### config.mk
export PLATFORM = sky130hd
export DESIGN_NAME = cdb_arbiter
export DESIGN_NICKNAME = d
export VERILOG_FILES = /design/src/rtl/tomasula_types.sv /design/src/rtl/rr_arbiter.sv /design/src/rtl/cdb_arbiter.sv
export SDC_FILE = /design/constraint.sdc
export NUM_CORES = 1
export LEC_CHECK = 0
export ABC_AREA = 1
export CORE_MARGIN = 5
export CORE_UTILIZATION = 40
export CTS_BUF_LIST = sky130_fd_sc_hd__clkbuf_16
export DETAILED_ROUTE_END_ITERATION = 7
export HOLD_SLACK_MARGIN = 0.03
export PLACE_DENSITY = 0.88
export SYNTH_ARGS = -nofsm -noshare
export SYNTH_HDL_FRONTEND = slang
export SYNTH_HIERARCHICAL = 1
export SYNTH_SLANG_ARGS = --single-unit
### constraint.sdc
create_clock -name clk -period 6.53 [get_ports clk]
set_clock_uncertainty 0.15 [all_clocks]
set_input_delay 1.306 -clock clk [delete_from_list [all_inputs] [get_ports clk]]
set_output_delay 1.306 -clock clk [all_outputs]
set_load 0.02 [all_outputs]
### src/rtl/tomasula_types.sv
// Shared type and default-size package for the Tomasulo back end.
// Holds the default machine sizes and the common data bus (CDB) bundle.
// Blocks that drive or snoop the CDB import this package.
package tomasula_types;

    localparam int NUM_FU_DEF    = 4;
    localparam int ROB_DEPTH_DEF = 8;
    localparam int XLEN_DEF      = 32;
    localparam int TAG_W_DEF     = $clog2(ROB_DEPTH_DEF);

    // One CDB broadcast: completion of ROB entry rob_tag with result value.
    typedef struct packed {
        logic                 valid;
        logic [TAG_W_DEF-1:0] rob_tag;
        logic [XLEN_DEF-1:0]  value;
    } cdb_t;

endpackage

### src/rtl/rr_arbiter.sv
// Round-robin requester selection.
// Ports:
//   req    - request vector, one bit per requester
//   ptr    - highest-priority requester index this cycle
//   gnt    - one-hot grant (all zero when no request)
//   winner - index of the granted requester (0 when none)
//   any    - a grant was issued
// Purely combinational; the priority pointer is owned by the caller.
module rr_arbiter #(
    parameter int N     = 4,
    parameter int PTR_W = (N > 1) ? $clog2(N) : 1
) (
    input  logic [N-1:0]     req,
    input  logic [PTR_W-1:0] ptr,
    output logic [N-1:0]     gnt,
    output logic [PTR_W-1:0] winner,
    output logic             any
);

    logic [PTR_W:0]   sum;
    logic [PTR_W-1:0] idx;

    // Scan ptr, ptr+1, ... (mod N); the first requester found wins.
    // The sum carries one extra bit so the wrap can be done by a single
    // conditional subtract instead of a divider.
    always_comb begin
        gnt    = '0;
        winner = '0;
        any    = 1'b0;
        sum    = '0;
        idx    = '0;
        for (int off = 0; off < N; off++) begin
            sum = {1'b0, ptr} + (PTR_W+1)'(off);
            if (sum >= (PTR_W+1)'(N))
                sum = sum - (PTR_W+1)'(N);
            idx = sum[PTR_W-1:0];
            if (!any && req[idx]) begin
                any      = 1'b1;
                gnt[idx] = 1'b1;
                winner   = idx;
            end
        end
    end

endmodule

### src/rtl/cdb_arbiter.sv
// Common data bus arbiter: picks one finished functional unit per cycle
// (round-robin), registers its tag/value onto the CDB and raises the
// matching ROB completion strobe.
// Ports:
//   clk, rst        - clock, synchronous active-high reset
//   fu_req          - FU holds a result awaiting broadcast
//   fu_rob_tag      - ROB index of each FU's result
//   fu_value        - each FU's result value
//   flush           - mispredict flush; suppresses this cycle's grant
//   fu_gnt          - combinational one-hot grant back to the FUs
//   cdb_valid       - registered broadcast valid
//   cdb_rob_tag     - registered broadcast tag (holds when idle)
//   cdb_value       - registered broadcast value (holds when idle)
//   set_rob_valid   - one-hot ROB completion strobes decoded from the CDB
// The CDB register uses the package bundle, so ROB_DEPTH and XLEN are
// expected to match the package defaults.
module cdb_arbiter
    import tomasula_types::*;
#(
    parameter int NUM_FU    = NUM_FU_DEF,
    parameter int ROB_DEPTH = ROB_DEPTH_DEF,
    parameter int XLEN      = XLEN_DEF,
    localparam int TAG_W    = $clog2(ROB_DEPTH),
    localparam int PTR_W    = (NUM_FU > 1) ? $clog2(NUM_FU) : 1
) (
    input  logic                         clk,
    input  logic                         rst,
    input  logic [NUM_FU-1:0]            fu_req,
    input  logic [NUM_FU-1:0][TAG_W-1:0] fu_rob_tag,
    input  logic [NUM_FU-1:0][XLEN-1:0]  fu_value,
    input  logic                         flush,
    output logic [NUM_FU-1:0]            fu_gnt,
    output logic                         cdb_valid,
    output logic [TAG_W-1:0]             cdb_rob_tag,
    output logic [XLEN-1:0]              cdb_value,
    output logic [ROB_DEPTH-1:0]         set_rob_valid
);

    logic [PTR_W-1:0]  rr_ptr;
    logic [NUM_FU-1:0] raw_gnt;
    logic [PTR_W-1:0]  winner;
    logic              raw_any;
    logic              grant_en;
    logic              granted;
    cdb_t              cdb_q;

    rr_arbiter #(
        .N     (NUM_FU),
        .PTR_W (PTR_W)
    ) u_rr (
        .req    (fu_req),
        .ptr    (rr_ptr),
        .gnt    (raw_gnt),
        .winner (winner),
        .any    (raw_any)
    );

    // Reset and flush both kill the grant in the same cycle, so a dropped
    // winner never reaches the CDB register and the pointer does not move.
    assign grant_en = !rst && !flush;
    assign granted  = grant_en && raw_any;
    assign fu_gnt   = grant_en ? raw_gnt : '0;

    always_ff @(posedge clk) begin
        if (rst) begin
            rr_ptr <= '0;
            cdb_q  <= '0;
        end else begin
            cdb_q.valid <= granted;
            if (granted) begin
                cdb_q.rob_tag <= fu_rob_tag[winner];
                cdb_q.value   <= fu_value[winner];
                rr_ptr        <= (winner == PTR_W'(NUM_FU - 1)) ? '0 : winner + 1'b1;
            end
        end
    end

    assign cdb_valid   = cdb_q.valid;
    assign cdb_rob_tag = cdb_q.rob_tag;
    assign cdb_value   = cdb_q.value;

    // Tag decoder: one completion strobe per ROB entry.
    for (genvar k = 0; k < ROB_DEPTH; k++) begin : g_dec
        assign set_rob_valid[k] = cdb_q.valid && (cdb_q.rob_tag == TAG_W'(k));
    end

endmodule

## Word level (Yosys, flattened, before mapping)

Cells that the tools add are included.

| word-level totals | value |
|---|---|
| output and inout bits | 48 |
| register bits after elaboration | 38 |
| logic and storage cells | 97 |
| input bits | 147 |

| cells by class | value |
|---|---|
| order comparisons | 13 |
| mux-type cells | 38 |
| reductions and logical operators | 23 |
| eq/ne operators | 8 |
| bitwise operators | 3 |
| add/subtract/negate cells | 8 |

Operators with widths:

| kind | count |
|---|---|
| 32-bit binary-select mux with 2-bit select | 1 |
| 32-bit 2-to-1 mux | 1 |
| 4-bit 2-to-1 mux | 5 |
| 2-bit 2-to-1 mux | 9 |
| 1-bit logical AND | 17 |
| 2-bit by 3-bit < comparator with 1-bit output (second input constant) | 5 |
| 3-bit equality test (second input constant) | 4 |
| 1-bit 2-to-1 mux | 12 |
| 4-bit OR | 3 |
| 3-bit greater-or-equal comparator (second input constant) | 3 |
| 1-bit binary-select mux with 2-bit select | 4 |
| 1-bit demux with 2-bit select | 4 |
| 2-bit by 1-bit greater-or-equal comparator with 1-bit output (second input constant) | 4 |
| 2-bit by 1-bit subtractor with 2-bit output (second input constant) | 4 |
| 2-bit by 2-bit adder with 3-bit output (second input constant) | 2 |
| 3-bit binary-select mux with 2-bit select | 1 |
| 3-bit by 2-bit equality test with 1-bit output (second input constant) | 2 |
| 1-bit logical NOT | 5 |
| 2-bit by 1-bit adder with 3-bit output (second input constant) | 1 |
| 3-bit by 1-bit equality test with 1-bit output (second input constant) | 1 |
| 2-bit by 3-bit greater-or-equal comparator with 1-bit output (second input constant) | 1 |
| 3-bit logical NOT | 1 |
| 3-bit 2-to-1 mux | 1 |
| 2-bit by 1-bit adder with 2-bit output (second input constant) | 1 |
| 2-bit equality test (second input constant) | 1 |

## Longest topological paths before layout

| depth | value |
|---|---|
| depth in word-level cells | 16 |
| mapped depth | 16 |
| mapped depth without buffers | 13 |

## Hierarchy

Netlist, hierarchy kept.

Modules (own cells, without submodules):

| module | instances | area an instance (µm²) | sequential area each (µm²) | cells each |
|---|---|---|---|---|
| cdb_arbiter | 1 | 2519.9 | 760.7 | 428 |
| rr_arbiter | 1 | 440.4 | 0.0 | 74 |

## Worst setup path after synthesis

OpenSTA, ideal clock, no wires.

| timing | value |
|---|---|
| path kind | in2out |
| start | input fu_req[3] |
| end | output fu_gnt[0] |
| setup slack | 2.722 ns |
| data arrival time | 2.352 ns |
| required time | 5.074 ns |
| buffers on the path | 0 |
| stages | 9 |
| cell sequence | inv_1 -> nand2_1 -> nand3_4 -> nand2_4 -> nor2_1 -> a21oi_1 -> nand3_1 -> inv_1 -> nor2_1 |

| between the ends | value |
|---|---|
| word-level cells in the longest chain between the ends | 13 |
| elaborated cells on any way between the ends | 25 |
| those cells by class | mux (16); bitwise (3); reduce/logical (6) |

Ends and longest elaborated chain:

| element | line | text |
|---|---|---|
| from (decl) | cdb_arbiter.sv:28 | `input logic [NUM_FU-1:0] fu_req,` |
| 1-bit binary-select mux with 2-bit select | rr_arbiter.sv:37 | `if (!any && req[idx]) begin` |
| 1-bit 2-to-1 mux (implied by the code) | rr_arbiter.sv:37 |  |
| 1-bit 2-to-1 mux | rr_arbiter.sv:37 |  |
| 1-bit logical NOT | rr_arbiter.sv:37 |  |
| 1-bit logical AND | rr_arbiter.sv:37 |  |
| 1-bit 2-to-1 mux | rr_arbiter.sv:37 |  |
| 1-bit logical NOT | rr_arbiter.sv:37 |  |
| 1-bit logical AND | rr_arbiter.sv:37 |  |
| 1-bit 2-to-1 mux | rr_arbiter.sv:37 |  |
| 1-bit logical NOT | rr_arbiter.sv:37 |  |
| 1-bit logical AND | rr_arbiter.sv:37 |  |
| 4-bit 2-to-1 mux (*) | rr_arbiter.sv:37 |  |
| named net raw_gnt[0] | cdb_arbiter.sv:40 | `logic [NUM_FU-1:0] raw_gnt;` |
| 4-bit 2-to-1 mux (*) | cdb_arbiter.sv:62 | `assign fu_gnt = grant_en ? raw_gnt : '0;` |
| to (decl) | cdb_arbiter.sv:32 | `output logic [NUM_FU-1:0] fu_gnt,` |

The timed path passes the listed nets; every way through them passes the cells marked *. The select of a mux whose other input is x is not followed.

## Final worst setup path

Same ends and word-level chain as after synthesis.

==> run metrics <==
TritonCTS clock tree=built; setup total negative slack=0 ns; final-layout worst hold slack=approximately 0.32 ns; cells on worst reg2reg path=13; number of violations of the max-capacitance limit=0; main combinational cell family by area after synthesis=simple AND/OR/NAND/NOR gates; half-perimeter wire length after placement=8.79 mm; Final Max Tran Viols=0; part of the cycle the worst path needs=0.760; standard cell core area=0.00721 mm2; number of cells in the design after placement=763; global router's overall resource usage=0.242; final wirelength=11.8 mm; launching point of the worst reg2reg path=rr_ptr[0]$_SDFFE_PP0P_; proportion of synthesized area in mux cells=0; Tmin final=4.97 ns; synthesized-area fraction occupied by ao, oa, aoi and oai cells=0.0237; largest incremental delay on the critical path=a little over 0.6 ns; total number of nets in the final design=824; end point of the critical path=fu_gnt[0]; Overflow after GRT=0; Die Wd=96.0 um; # DRC=0; launch point of the worst path=fu_req[3]; hold_sp=cdb_value[25]$_SDFFE_PP0P_; Peak supply drop=0.000259 V; via count of the first global-routing pass=3729; clk root buf=sky130_fd_sc_hd__clkbuf_16; final routed wire length divided by cell count=15.3 um; xor-xnor portion of the synthesized cell area=0; top library cells by usage in the layout, fill and taps aside=sky130_fd_sc_hd__nand2_1 (200), sky130_fd_sc_hd__clkdlybuf4s50_1 (194), sky130_fd_sc_hd__nand3_1 (153); data required time at the worst endpoint=5.07 ns; Yosys warning count=6; fmax=0.201 GHz; worst reg2reg path endpoint=cdb_value[11]$_SDFFE_PP0P_; final hold violation count=0; number of clock buffers inserted by TritonCTS=5; Worst-path clk slew=0.05 ns; share of cells above drive strength 1=0.0387; fraction of the yosys area taken by sequential cells=0.257; antenna violations before repair=0; share of synthesized cell area in and, or, nand and nor gates=0.584; Crit Path Category=input port to output pin; arrival time at the worst endpoint=between 3 and 4 ns; quantity of hold-fixing buffers added after cts=0; Antenna Violating Nets Remaining=0; depth of the CTS H-tree=2; most common cell after layout, fill and taps aside=sky130_fd_sc_hd__nand2_1; Slew @ Worst Pin=0.926 ns; Area growth syn-to-layout=67.3%; dominant cell type by area after synthesis=sky130_fd_sc_hd__nand3_1; cells resized by post-CTS repair=0; gate count of the mapped netlist=502; slowest cell on the critical path=sky130_fd_sc_hd__clkdlybuf4s50_1; Clock Tree Buf Depth=2; Synthesized Nets=about 660; maximum fanout encountered on the critical timing path=7; clock insertion delay at the later pin of the skew report=between 0.2 and 0.3 ns; setup repair bufs after CTS=0; largest net degree at the start of global routing=71; port bufs=roughly 190; Crit. End Element=output pin; clock sink total=38; Finish-stage setup viols=0; average cell area after synthesis=5.90 um2; Initial DRC Count=155; relative slew slack=0.382; first-pass GRT wire length=17.9 mm; Avg Vias per Cell=5.06; die span in y=96.0 um; outcome=finished clean; number of distinct library cells after synthesis=21; areal power density over the cells=between 400 and 500 mW/mm2; cell area after technology mapping=0.00296 mm2; startpoint type of the worst setup path=input port; share of synthesized cell area in full adder, half adder and majority cells=0.0254; effective utilization at floorplan=0.410; setup repair after global routing missed its margin=no; row count=31; FF+latch count, synth=38; floorplan die area=0.00922 mm2; Reg2Reg Setup Slack=between 2 and 3 ns; global placement routability congestion=0.849; fin cells=between 700 and 800; final core utilization=0.687; Static Leak=2.21 nW; Critical Path, Cell by Cell=clkdlybuf4s50_1 > inv_1 > nand2_1 > nand3_4 > nand2_4 > nor2_1 > a21oi_1 > nand3_1 > inv_1 > nor2_1 > clkdlybuf4s50_1; class of the worst hold path=flop to flop; leading post-synthesis cells by cell area=sky130_fd_sc_hd__nand3_1 (26%), sky130_fd_sc_hd__dfxtp_1 (26%), sky130_fd_sc_hd__nand2_1 (25%); IO Pins=a little under 200; antenna diode count=0; share of the synthesized area in the top cell type=0.262; Initial DRT Pass Iterations=4; total number of vias=3900
cell type report:
class	count	area, um2
Fill cell	651	2260
Timing Repair Buffer	197	1960
Sequential cell	38	761
Tap cell	99	124
Multi-Input combinational cell	408	1880
Clock inverter	3	12.5
Inverter	21	83.8
Clock buffer	5	125
synthesized netlist by cell type:
| cell | instances |
|---|---|
| sky130_fd_sc_hd__nand2_1 | 200 |
| sky130_fd_sc_hd__nand3_1 | 155 |
| sky130_fd_sc_hd__dfxtp_1 | 38 |
| sky130_fd_sc_hd__buf_2 | 17 |
| sky130_fd_sc_hd__inv_1 | 17 |
| sky130_fd_sc_hd__nor2_1 | 17 |
| sky130_fd_sc_hd__buf_4 | 10 |
| sky130_fd_sc_hd__a21oi_1 | 7 |
| sky130_fd_sc_hd__buf_6 | 7 |
| sky130_fd_sc_hd__nand2_2 | 7 |
| sky130_fd_sc_hd__nand4_1 | 7 |
| sky130_fd_sc_hd__ha_1 | 6 |
| sky130_fd_sc_hd__a21boi_0 | 4 |
| sky130_fd_sc_hd__inv_2 | 2 |
| sky130_fd_sc_hd__inv_4 | 2 |
| sky130_fd_sc_hd__clkbuf_1 | 1 |
| sky130_fd_sc_hd__nand2_4 | 1 |
| sky130_fd_sc_hd__nand3_2 | 1 |
| sky130_fd_sc_hd__nand3_4 | 1 |
| sky130_fd_sc_hd__nor2_4 | 1 |
| sky130_fd_sc_hd__o21ai_0 | 1 |
sequential cells by signal, indices dropped and copies added, names as in the netlist:
signal / cells
cdb_rob_tag: 3
rr_ptr: 2
cdb_value: 32
cdb_valid: 1
power breakdown:
part	total, mW	internal [mW]	switching [mW]
registers	0.404	0.334	0.0699
logic	1.44	0.539	0.904
clock network	0.225	0.138	0.0872
stage by stage:
step,instance area (um2),power (mW),setup slack [ns]
floorplan,2960,1.41,2.72
global placement,4820,1.81,1.74
detailed placement,4820,1.84,1.63
CTS,4950,2.08,1.61
global route,4950,2.25,1.43
finish,4950,2.07,1.56
worst min path at each step:
stage	endpoint	cells past startpoint
3_3_place_gp	cdb_value[14]$_SDFFE_PP0P_	2
4_1_cts	cdb_value[19]$_SDFFE_PP0P_	2
6_report	cdb_value[25]$_SDFFE_PP0P_	2
5_1_grt	cdb_value[18]$_SDFFE_PP0P_	2
3_5_place_dp	cdb_value[19]$_SDFFE_PP0P_	2
2_1_floorplan	cdb_value[0]$_SDFFE_PP0P_	2
per-layer routing:
layer,up-vias,track usage,part of all wire
met3,16,0.0688,0.095
met4,0,0.0640,0.019
li1,1984,-,-
met1,1739,0.278,0.38
met5,-,0,0
met2,161,0.437,0.50
cells by family (layout without fill, tap and decap cells):
group           count (synthesis)  count (layout)
fa+ha+maj                       6               6
buf+inv                        56             226
compound gates                 12              12
simple gates                  390             390
flops                          38              38
critical path: cells and delay by family:
| family | cells | cell delay, ns |
|---|---|---|
| AO/OA/AOI/OAI | 1 | 0.15 |
| AND/OR/NAND/NOR | 6 | 0.89 |
| buffers and inverters | 4 | 1.15 |
Note: power is estimated with default switching activity, not from simulation.
